$ cat src/rtl/mc_control_unit.sv
// ============================================================================
// mc_control_unit
// ----------------------------------------------------------------------------
// Purpose:
//   Control FSM for a multicycle RV32 datapath with one shared memory port.
//   The datapath holds PC, IR, OldPC, Data and ALUOut registers. This unit
//   sequences them and handles a req/ready memory handshake with wait states.
//   A wait that never completes ends in a timeout. An illegal opcode, an
//   illegal funct3 or a memory timeout halts the FSM in a sticky TRAP state
//   that only reset can leave.
//
// Parameters:
//   MEM_TIMEOUT - maximum consecutive non-ready cycles in a memory state
//                 (0 = wait forever)
//   STATE_W     - width of the state_o debug port
//
// Ports:
//   clk, rst      - clock (rising edge); asynchronous active-high reset
//   op            - IR[6:0]
//   funct3        - IR[14:12]
//   funct7b5      - IR[30]
//   zero          - ALU zero flag
//   mem_ready     - memory completes the current access this cycle
//   mem_req       - memory access request (FETCH / MEMREAD / MEMWRITE)
//   PCWrite       - PC <= Result
//   AdrSrc        - memory address select: 0 = PC, 1 = Result
//   MemWrite      - memory write strobe
//   IRWrite       - IR <= RD, OldPC <= PC
//   RegWrite      - register file write rd <= Result
//   ResultSrc     - 00 = ALUOut, 01 = Data, 10 = ALUResult
//   ALUSrcA       - 00 = PC, 01 = OldPC, 10 = rs1
//   ALUSrcB       - 00 = rs2, 01 = ImmExt, 10 = constant 4
//   ImmSrc        - 00 = I, 01 = S, 10 = B, 11 = J (decoded from op in every state)
//   ALUControl    - 000 add, 001 sub, 010 and, 011 or, 101 slt
//   trap          - sticky halt indicator
//   trap_cause    - 00 none, 01 illegal op, 10 illegal funct3, 11 memory timeout
//   state_o       - current state encoding (debug)
// ============================================================================
module mc_control_unit #(
    parameter int MEM_TIMEOUT = 15,
    parameter int STATE_W     = 4
) (
    input  logic               clk,
    input  logic               rst,
    input  logic [6:0]         op,
    input  logic [2:0]         funct3,
    input  logic               funct7b5,
    input  logic               zero,
    input  logic               mem_ready,
    output logic               mem_req,
    output logic               PCWrite,
    output logic               AdrSrc,
    output logic               MemWrite,
    output logic               IRWrite,
    output logic               RegWrite,
    output logic [1:0]         ResultSrc,
    output logic [1:0]         ALUSrcA,
    output logic [1:0]         ALUSrcB,
    output logic [1:0]         ImmSrc,
    output logic [2:0]         ALUControl,
    output logic               trap,
    output logic [1:0]         trap_cause,
    output logic [STATE_W-1:0] state_o
);

    // ------------------------------------------------------------------
    // Constants
    // ------------------------------------------------------------------
    localparam logic [6:0] OP_LW   = 7'd3;
    localparam logic [6:0] OP_SW   = 7'd35;
    localparam logic [6:0] OP_R    = 7'd51;
    localparam logic [6:0] OP_I    = 7'd19;
    localparam logic [6:0] OP_BEQ  = 7'd99;
    localparam logic [6:0] OP_JAL  = 7'd111;

    localparam logic [1:0] CAUSE_NONE    = 2'b00;
    localparam logic [1:0] CAUSE_OP      = 2'b01;
    localparam logic [1:0] CAUSE_FUNCT3  = 2'b10;
    localparam logic [1:0] CAUSE_TIMEOUT = 2'b11;

    // The wait counter must hold 0..MEM_TIMEOUT-1 and is never narrower
    // than one bit, even when the timeout is disabled.
    localparam int CNT_W_RAW = $clog2(MEM_TIMEOUT + 1);
    localparam int CNT_W     = (CNT_W_RAW < 1) ? 1 : CNT_W_RAW;
    localparam int TO_M1     = (MEM_TIMEOUT > 0) ? MEM_TIMEOUT - 1 : 0;
    localparam logic [CNT_W-1:0] TO_LAST = TO_M1[CNT_W-1:0];
    localparam logic [CNT_W-1:0] CNT_ONE = CNT_W'(1);

    typedef enum logic [3:0] {
        S_FETCH    = 4'd0,
        S_DECODE   = 4'd1,
        S_MEMADR   = 4'd2,
        S_MEMREAD  = 4'd3,
        S_MEMWB    = 4'd4,
        S_MEMWRITE = 4'd5,
        S_EXECR    = 4'd6,
        S_EXECI    = 4'd7,
        S_ALUWB    = 4'd8,
        S_BEQ      = 4'd9,
        S_JAL      = 4'd10,
        S_TRAP     = 4'd11
    } state_t;

    // ------------------------------------------------------------------
    // State
    // ------------------------------------------------------------------
    state_t           r_state;
    logic [CNT_W-1:0] r_wait;
    logic             r_trap;
    logic [1:0]       r_cause;

    logic w_in_mem;
    logic w_timeout;
    logic w_wait_sat;
    logic w_f3_ok;

    assign w_in_mem   = (r_state == S_FETCH) || (r_state == S_MEMREAD) ||
                        (r_state == S_MEMWRITE);
    // Reaching TO_LAST with ready still low completes the MEM_TIMEOUT-th
    // idle cycle. A ready in that same cycle wins because the timeout is
    // evaluated only when mem_ready is low.
    assign w_timeout  = (MEM_TIMEOUT > 0) && !mem_ready && (r_wait == TO_LAST);
    assign w_wait_sat = &r_wait;
    assign w_f3_ok    = (funct3 == 3'b000) || (funct3 == 3'b010) ||
                        (funct3 == 3'b110) || (funct3 == 3'b111);

    always_ff @(posedge clk or posedge rst) begin
        if (rst) begin
            r_state <= S_FETCH;
            r_wait  <= '0;
            r_trap  <= 1'b0;
            r_cause <= CAUSE_NONE;
        end else if (w_in_mem && !mem_ready) begin
            // Wait state: either time out or keep counting. The counter
            // saturates so that it cannot wrap when the timeout is disabled.
            if (w_timeout) begin
                r_state <= S_TRAP;
                r_trap  <= 1'b1;
                r_cause <= CAUSE_TIMEOUT;
                r_wait  <= '0;
            end else if (!w_wait_sat) begin
                r_wait <= r_wait + CNT_ONE;
            end
        end else begin
            // Every other case is a transition or a single-cycle state.
            // Clearing the counter here means each memory state is entered
            // with a zero count.
            r_wait <= '0;
            case (r_state)
                S_FETCH:    r_state <= S_DECODE;
                S_DECODE: begin
                    case (op)
                        OP_LW, OP_SW: r_state <= S_MEMADR;
                        OP_R:         r_state <= S_EXECR;
                        OP_I:         r_state <= S_EXECI;
                        OP_BEQ:       r_state <= S_BEQ;
                        OP_JAL:       r_state <= S_JAL;
                        default: begin
                            r_state <= S_TRAP;
                            r_trap  <= 1'b1;
                            r_cause <= CAUSE_OP;
                        end
                    endcase
                end
                S_MEMADR:   r_state <= (op == OP_SW) ? S_MEMWRITE : S_MEMREAD;
                S_MEMREAD:  r_state <= S_MEMWB;
                S_MEMWB:    r_state <= S_FETCH;
                S_MEMWRITE: r_state <= S_FETCH;
                S_EXECR, S_EXECI: begin
                    if (w_f3_ok) begin
                        r_state <= S_ALUWB;
                    end else begin
                        r_state <= S_TRAP;
                        r_trap  <= 1'b1;
                        r_cause <= CAUSE_FUNCT3;
                    end
                end
                S_ALUWB:    r_state <= S_FETCH;
                S_BEQ:      r_state <= S_FETCH;
                S_JAL:      r_state <= S_ALUWB;
                S_TRAP:     r_state <= S_TRAP;
                default:    r_state <= S_FETCH;
            endcase
        end
    end

    // ------------------------------------------------------------------
    // Output decode (combinational from state plus mem_ready / zero)
    // ------------------------------------------------------------------
    logic       w_mem_req;
    logic       w_pcwrite;
    logic       w_memwrite;
    logic       w_irwrite;
    logic       w_regwrite;
    logic [1:0] w_alu_op;

    always_comb begin
        w_mem_req  = 1'b0;
        w_pcwrite  = 1'b0;
        w_memwrite = 1'b0;
        w_irwrite  = 1'b0;
        w_regwrite = 1'b0;
        AdrSrc     = 1'b0;
        ResultSrc  = 2'b00;
        ALUSrcA    = 2'b00;
        ALUSrcB    = 2'b00;
        w_alu_op   = 2'b00;
        case (r_state)
            S_FETCH: begin
                w_mem_req = 1'b1;
                ALUSrcB   = 2'b10;
                ResultSrc = 2'b10;
                w_irwrite = mem_ready;
                w_pcwrite = mem_ready;
            end
            S_DECODE: begin
                ALUSrcA = 2'b01;
                ALUSrcB = 2'b01;
            end
            S_MEMADR: begin
                ALUSrcA = 2'b10;
                ALUSrcB = 2'b01;
            end
            S_MEMREAD: begin
                w_mem_req = 1'b1;
                AdrSrc    = 1'b1;
            end
            S_MEMWB: begin
                ResultSrc  = 2'b01;
                w_regwrite = 1'b1;
            end
            S_MEMWRITE: begin
                w_mem_req  = 1'b1;
                AdrSrc     = 1'b1;
                w_memwrite = mem_ready;
            end
            S_EXECR: begin
                ALUSrcA  = 2'b10;
                w_alu_op = 2'b10;
            end
            S_EXECI: begin
                ALUSrcA  = 2'b10;
                ALUSrcB  = 2'b01;
                w_alu_op = 2'b10;
            end
            S_ALUWB: begin
                w_regwrite = 1'b1;
            end
            S_BEQ: begin
                ALUSrcA   = 2'b10;
                w_alu_op  = 2'b01;
                w_pcwrite = zero;
            end
            S_JAL: begin
                // ALUOut already holds the jump target from DECODE. PC takes
                // it while the ALU forms OldPC+4 for the link write in ALUWB.
                ALUSrcA   = 2'b01;
                ALUSrcB   = 2'b10;
                w_pcwrite = 1'b1;
            end
            default: ;
        endcase
    end

    always_comb begin
        ALUControl = 3'b000;
        case (w_alu_op)
            2'b00: ALUControl = 3'b000;
            2'b01: ALUControl = 3'b001;
            default: begin
                case (funct3)
                    // op[5] separates R-type from I-type, so addi never subtracts.
                    3'b000:  ALUControl = (op[5] && funct7b5) ? 3'b001 : 3'b000;
                    3'b010:  ALUControl = 3'b101;
                    3'b110:  ALUControl = 3'b011;
                    3'b111:  ALUControl = 3'b010;
                    default: ALUControl = 3'b000;
                endcase
            end
        endcase
    end

    always_comb begin
        ImmSrc = 2'b00;
        case (op)
            OP_SW:   ImmSrc = 2'b01;
            OP_BEQ:  ImmSrc = 2'b10;
            OP_JAL:  ImmSrc = 2'b11;
            default: ImmSrc = 2'b00;
        endcase
    end

    // Reset masks every strobe directly. This prevents a partial write or
    // fetch while rst is high, even in the cycle where it is asserted.
    assign mem_req    = w_mem_req  & ~rst;
    assign PCWrite    = w_pcwrite  & ~rst;
    assign MemWrite   = w_memwrite & ~rst;
    assign IRWrite    = w_irwrite  & ~rst;
    assign RegWrite   = w_regwrite & ~rst;
    assign trap       = r_trap;
    assign trap_cause = r_cause;
    assign state_o    = STATE_W'(r_state);

endmodule

$ cat config.mk
export PLATFORM = sky130hd
export DESIGN_NAME = mc_control_unit
export DESIGN_NICKNAME = d
export VERILOG_FILES = /design/src/rtl/mc_control_unit.sv
export SDC_FILE = /design/constraint.sdc
export NUM_CORES = 1
export LEC_CHECK = 0
export CORE_ASPECT_RATIO = 1.1
export CORE_MARGIN = 3
export CORE_UTILIZATION = 48
export DETAILED_ROUTE_END_ITERATION = 10
export HOLD_SLACK_MARGIN = 0.06
export PLACE_DENSITY = 0.85
export SLEW_MARGIN = 20
export SYNTH_ARGS = -nofsm -noshare
export SYNTH_HDL_FRONTEND = slang
export SYNTH_SLANG_ARGS = --single-unit
$ cat constraint.sdc
create_clock -name clk -period 3.3 [get_ports clk]
set_input_delay 0.33 -clock clk [delete_from_list [all_inputs] [get_ports clk]]
set_output_delay 0.33 -clock clk [all_outputs]
set_load 0.02 [all_outputs]
==> results by group <==
Synth
  • Flops & latches, synth: 11
  • Sequential area share after synthesis: 0.255
  • Post-synth EDFFs: 0
  • Syn avg cell area: 7.93 µm²
  • Warnings, synthesis: 0
  • Cell area after technology mapping: 1080 µm²
  • Syn_nets: 153
  • Count of cell types in the netlist: 50
  • Main synth FF type: dfrtp_1
  • Synthesized instance count: 136
  • Asr flop ratio synth: 1.00

Power and ir drop
  • Sw power: 582 µW
  • Power share of the combinational group: 0.653
  • Sw frac: 0.490
  • Clk network pwr share: 0.075
  • Static Leak: 0.586 nW
  • Pwr Density: 812 nW/µm²
  • Sequential share of power: 0.272
  • IR drop worst, VDD: 457 µV
  • Internal power: 605 µW
  • Power consumption: 1.19 mW

Critical path
  • CP max FO: 20
  • Crit-path slowest cell: dfrtp_1
  • Max stage delay on crit path: 0.80 ns
  • Worst Setup Path Type: reg -> out
  • Setup crit start kind: register
  • Delay-heaviest family, CP: flip-flops
  • R2R Path End: trap_cause[1]$_DFFE_PP0P_
  • Reg2reg start: state_o[2]$_DFFE_PP0N_
  • CP cell instances: xor2_1 -> a21oi_1 -> nor3_1 -> clkdlybuf4s50_1
  • Critical path endpoint category: primary output
  • Buf+Inv Stages, Crit Path: 1
  • Reg2Reg Depth: 5
  • R2R Setup Slk: 1.19 ns
  • CP Data Arrival Time: 2.35 ns
  • Req. time, crit path: 2.97 ns

STA
  • Final Hold Viols: 0
  • Final WS setup: 0.619 ns
  • Setup TNS: 0 ns
  • Final setup viols: 0
  • Worst slew margin: 0.527
  • Period utilisation layout: 0.812
  • Min Clock Period, post-route: 2.68 ns
  • RSZ-0062 raised after global routing: false
  • Worst Tran Pin Value: 0.710 ns
  • Highest Clock Rate: 0.373 GHz
  • Slew Limit Fails: 0
  • Clock Skew: 0.00585 ns

Min path
  • Hold endpoint: trap$_DFFE_PP0P_
  • Hold Startpoint: trap$_DFFE_PP0P_
  • Worst hold path cell count: 1
  • Worst min-delay path category: reg -> reg

Floorplan
  • Core Region: 2060 µm²
  • Io pins: 39
  • Site row count: 17
  • Die ar.: 2850 µm²
  • Chip width: 51.2 µm
  • Initial Util: 0.523
  • Die Y: 55.7 µm

Clocking
  • CTS max path bufs: 2
  • Num Clock Sinks: 11
  • Postcts setup bufs: 0
  • Post-cts repair resize count: 0
  • Clock Pin Slew Worst Setup and Hold Paths: 0.07 ns
  • Later-pin clock latency in the skew report: 0.27 ns
  • Root buffer cell: clkbuf_4
  • CTS tree: done
  • Hold Buf Count CTS: 0
  • CTS H-tree lvls: 1
  • Num CTS Buffers: 3

Detailed routing
  • DR DRC count: 0
  • Overall routed net length: 2660 µm
  • Wire per inst: 13.6 µm
  • DR pass1 iterations: 4
  • DR vias/cell: 5.73
  • DR iter-0 viols: 18
  • Final ANT Viol Nets: 0
  • Via count: 1,124

Status
  • Outcome: complete, no violations

GRT
  • Gr usage total: 0.195
  • Vias in the first global route: 1,067
  • First-pass GRT wire length: 4550 µm
  • Largest net degree at the start of global routing: 24
  • Initial antenna violation count: 0
  • Overflow after GRT: 0

Cells and area
  • Ant. Diodes: 0
  • Most common cell after layout, fill and taps aside: clkdlybuf4s50_1
  • Final-stage net count: 186
  • Share of cells above drive strength 1: 0.0774
  • Commonest non-fill, non-tap cells in the layout: clkdlybuf4s50_1 (38), nor2_1 (23), dfrtp_1 (11)
  • Syn-to-layout area delta: 35.5%

Job
  • Max-cap viol count: 0

Placed design
  • HPWL after detailed placement: 2020 µm
  • PortBufs: 38
  • Setup Slack @ Placement: 0.778 ns
  • Placer congestion estimate: 0.713
-- worst max-delay path by stage --
stage	cells after the start	startpoint	endpoint
floorplan	4	state_o[3]$_DFFE_PP0N_	PCWrite
global placement	5	rst	PCWrite
detailed placement	5	rst	PCWrite
CTS	3	state_o[2]$_DFFE_PP0N_	ALUControl[0]
global route	3	state_o[1]$_DFFE_PP0N_	ALUControl[0]
finish	4	state_o[2]$_DFFE_PP0N_	mem_req
-- power groups by stage --
stage / Sequential (mW) / Combinational, mW / Clock [mW]
final: 0.322 / 0.775 / 0.0891
after global routing: 0.340 / 0.842 / 0.0992
after CTS: 0.321 / 0.781 / 0.0928
after detailed placement: 0.322 / 0.776 / 0
after global placement: 0.318 / 0.762 / 0
after floorplan: 0.255 / 0.590 / 0
-- stage by stage --
stage | cell area, µm² | instances | utilization | hold WS [ns]
6_report | 1460 | 196 | 0.708 | 0.469
3_3_place_gp | 1440 | 192 | 0.696 | 0.448
5_1_grt | 1460 | 196 | 0.708 | 0.499
3_5_place_dp | 1440 | 192 | 0.696 | 0.448
4_1_cts | 1460 | 196 | 0.708 | 0.467
2_1_floorplan | 1080 | 136 | - | 0.188
-- final cells by class --
type,count,area (µm²)
multi-input cells,109,722
fillers,176,602
clock buffers,4,26.3
flip-flops and latches,11,275
well taps,28,35.0
inverters,6,22.5
repair buffers,38,380
-- sequential cells by signal (all words and copies together), names as in the netlist --
| signal | count |
|---|---|
| trap_cause | 2 |
| r_wait | 4 |
| state_o | 4 |
| trap | 1 |
-- worst register-to-register path, delay by kind of cell (launching register included) --
kind,cells,cell delay (ns)
AO/OA/AOI/OAI,4,0.93
flip-flops,1,0.80
AND/OR/NAND/NOR,1,0.31
-- routing by layer --
| layer | track usage | part of all wire | up-vias |
|---|---|---|---|
| met5 | 0 | 0 | - |
| met4 | 0.0231 | 0.0015 | 0 |
| met3 | 0.0456 | 0.068 | 2 |
| met2 | 0.339 | 0.50 | 41 |
| met1 | 0.249 | 0.43 | 521 |
| li1 | - | - | 560 |
-- cell families after synthesis --
logic type / Yosys count / synth area share
flip-flops: 11 / 0.255
adder cells (fa/ha/maj): 2 / 0.0232
multiplexers: 1 / 0.00928
AO/OA/AOI/OAI: 36 / 0.266
XOR/XNOR: 4 / 0.0325
AND/OR/NAND/NOR: 66 / 0.339
buffers and inverters: 16 / 0.0754
-- cells in the mapped netlist (all sizes together), types with 2 or more instances --
master  number  area (µm²)
nor2        23        86.3
dfrtp       11         275
nand2       10        37.5
a21oi        7        35.0
nor3         7        51.3
buf          6        43.8
inv          6        22.5
nor2b        5        31.3
a211oi       4        45.1
a31oi        4        25.0
clkbuf       4        15.0
nand3        4        20.0
nor4         3        33.8
o21ai        3        15.0
a21o         2        15.0
a32oi        2        25.0
and3         2        12.5
ha           2        25.0
nand2b       2        12.5
nor3b        2        15.0
o21a         2        15.0
o21bai       2        15.0
o22ai        2        12.5
or2          2        12.5
xnor2        2        17.5
xor2         2        17.5
(Power assumes the default switching activity.)
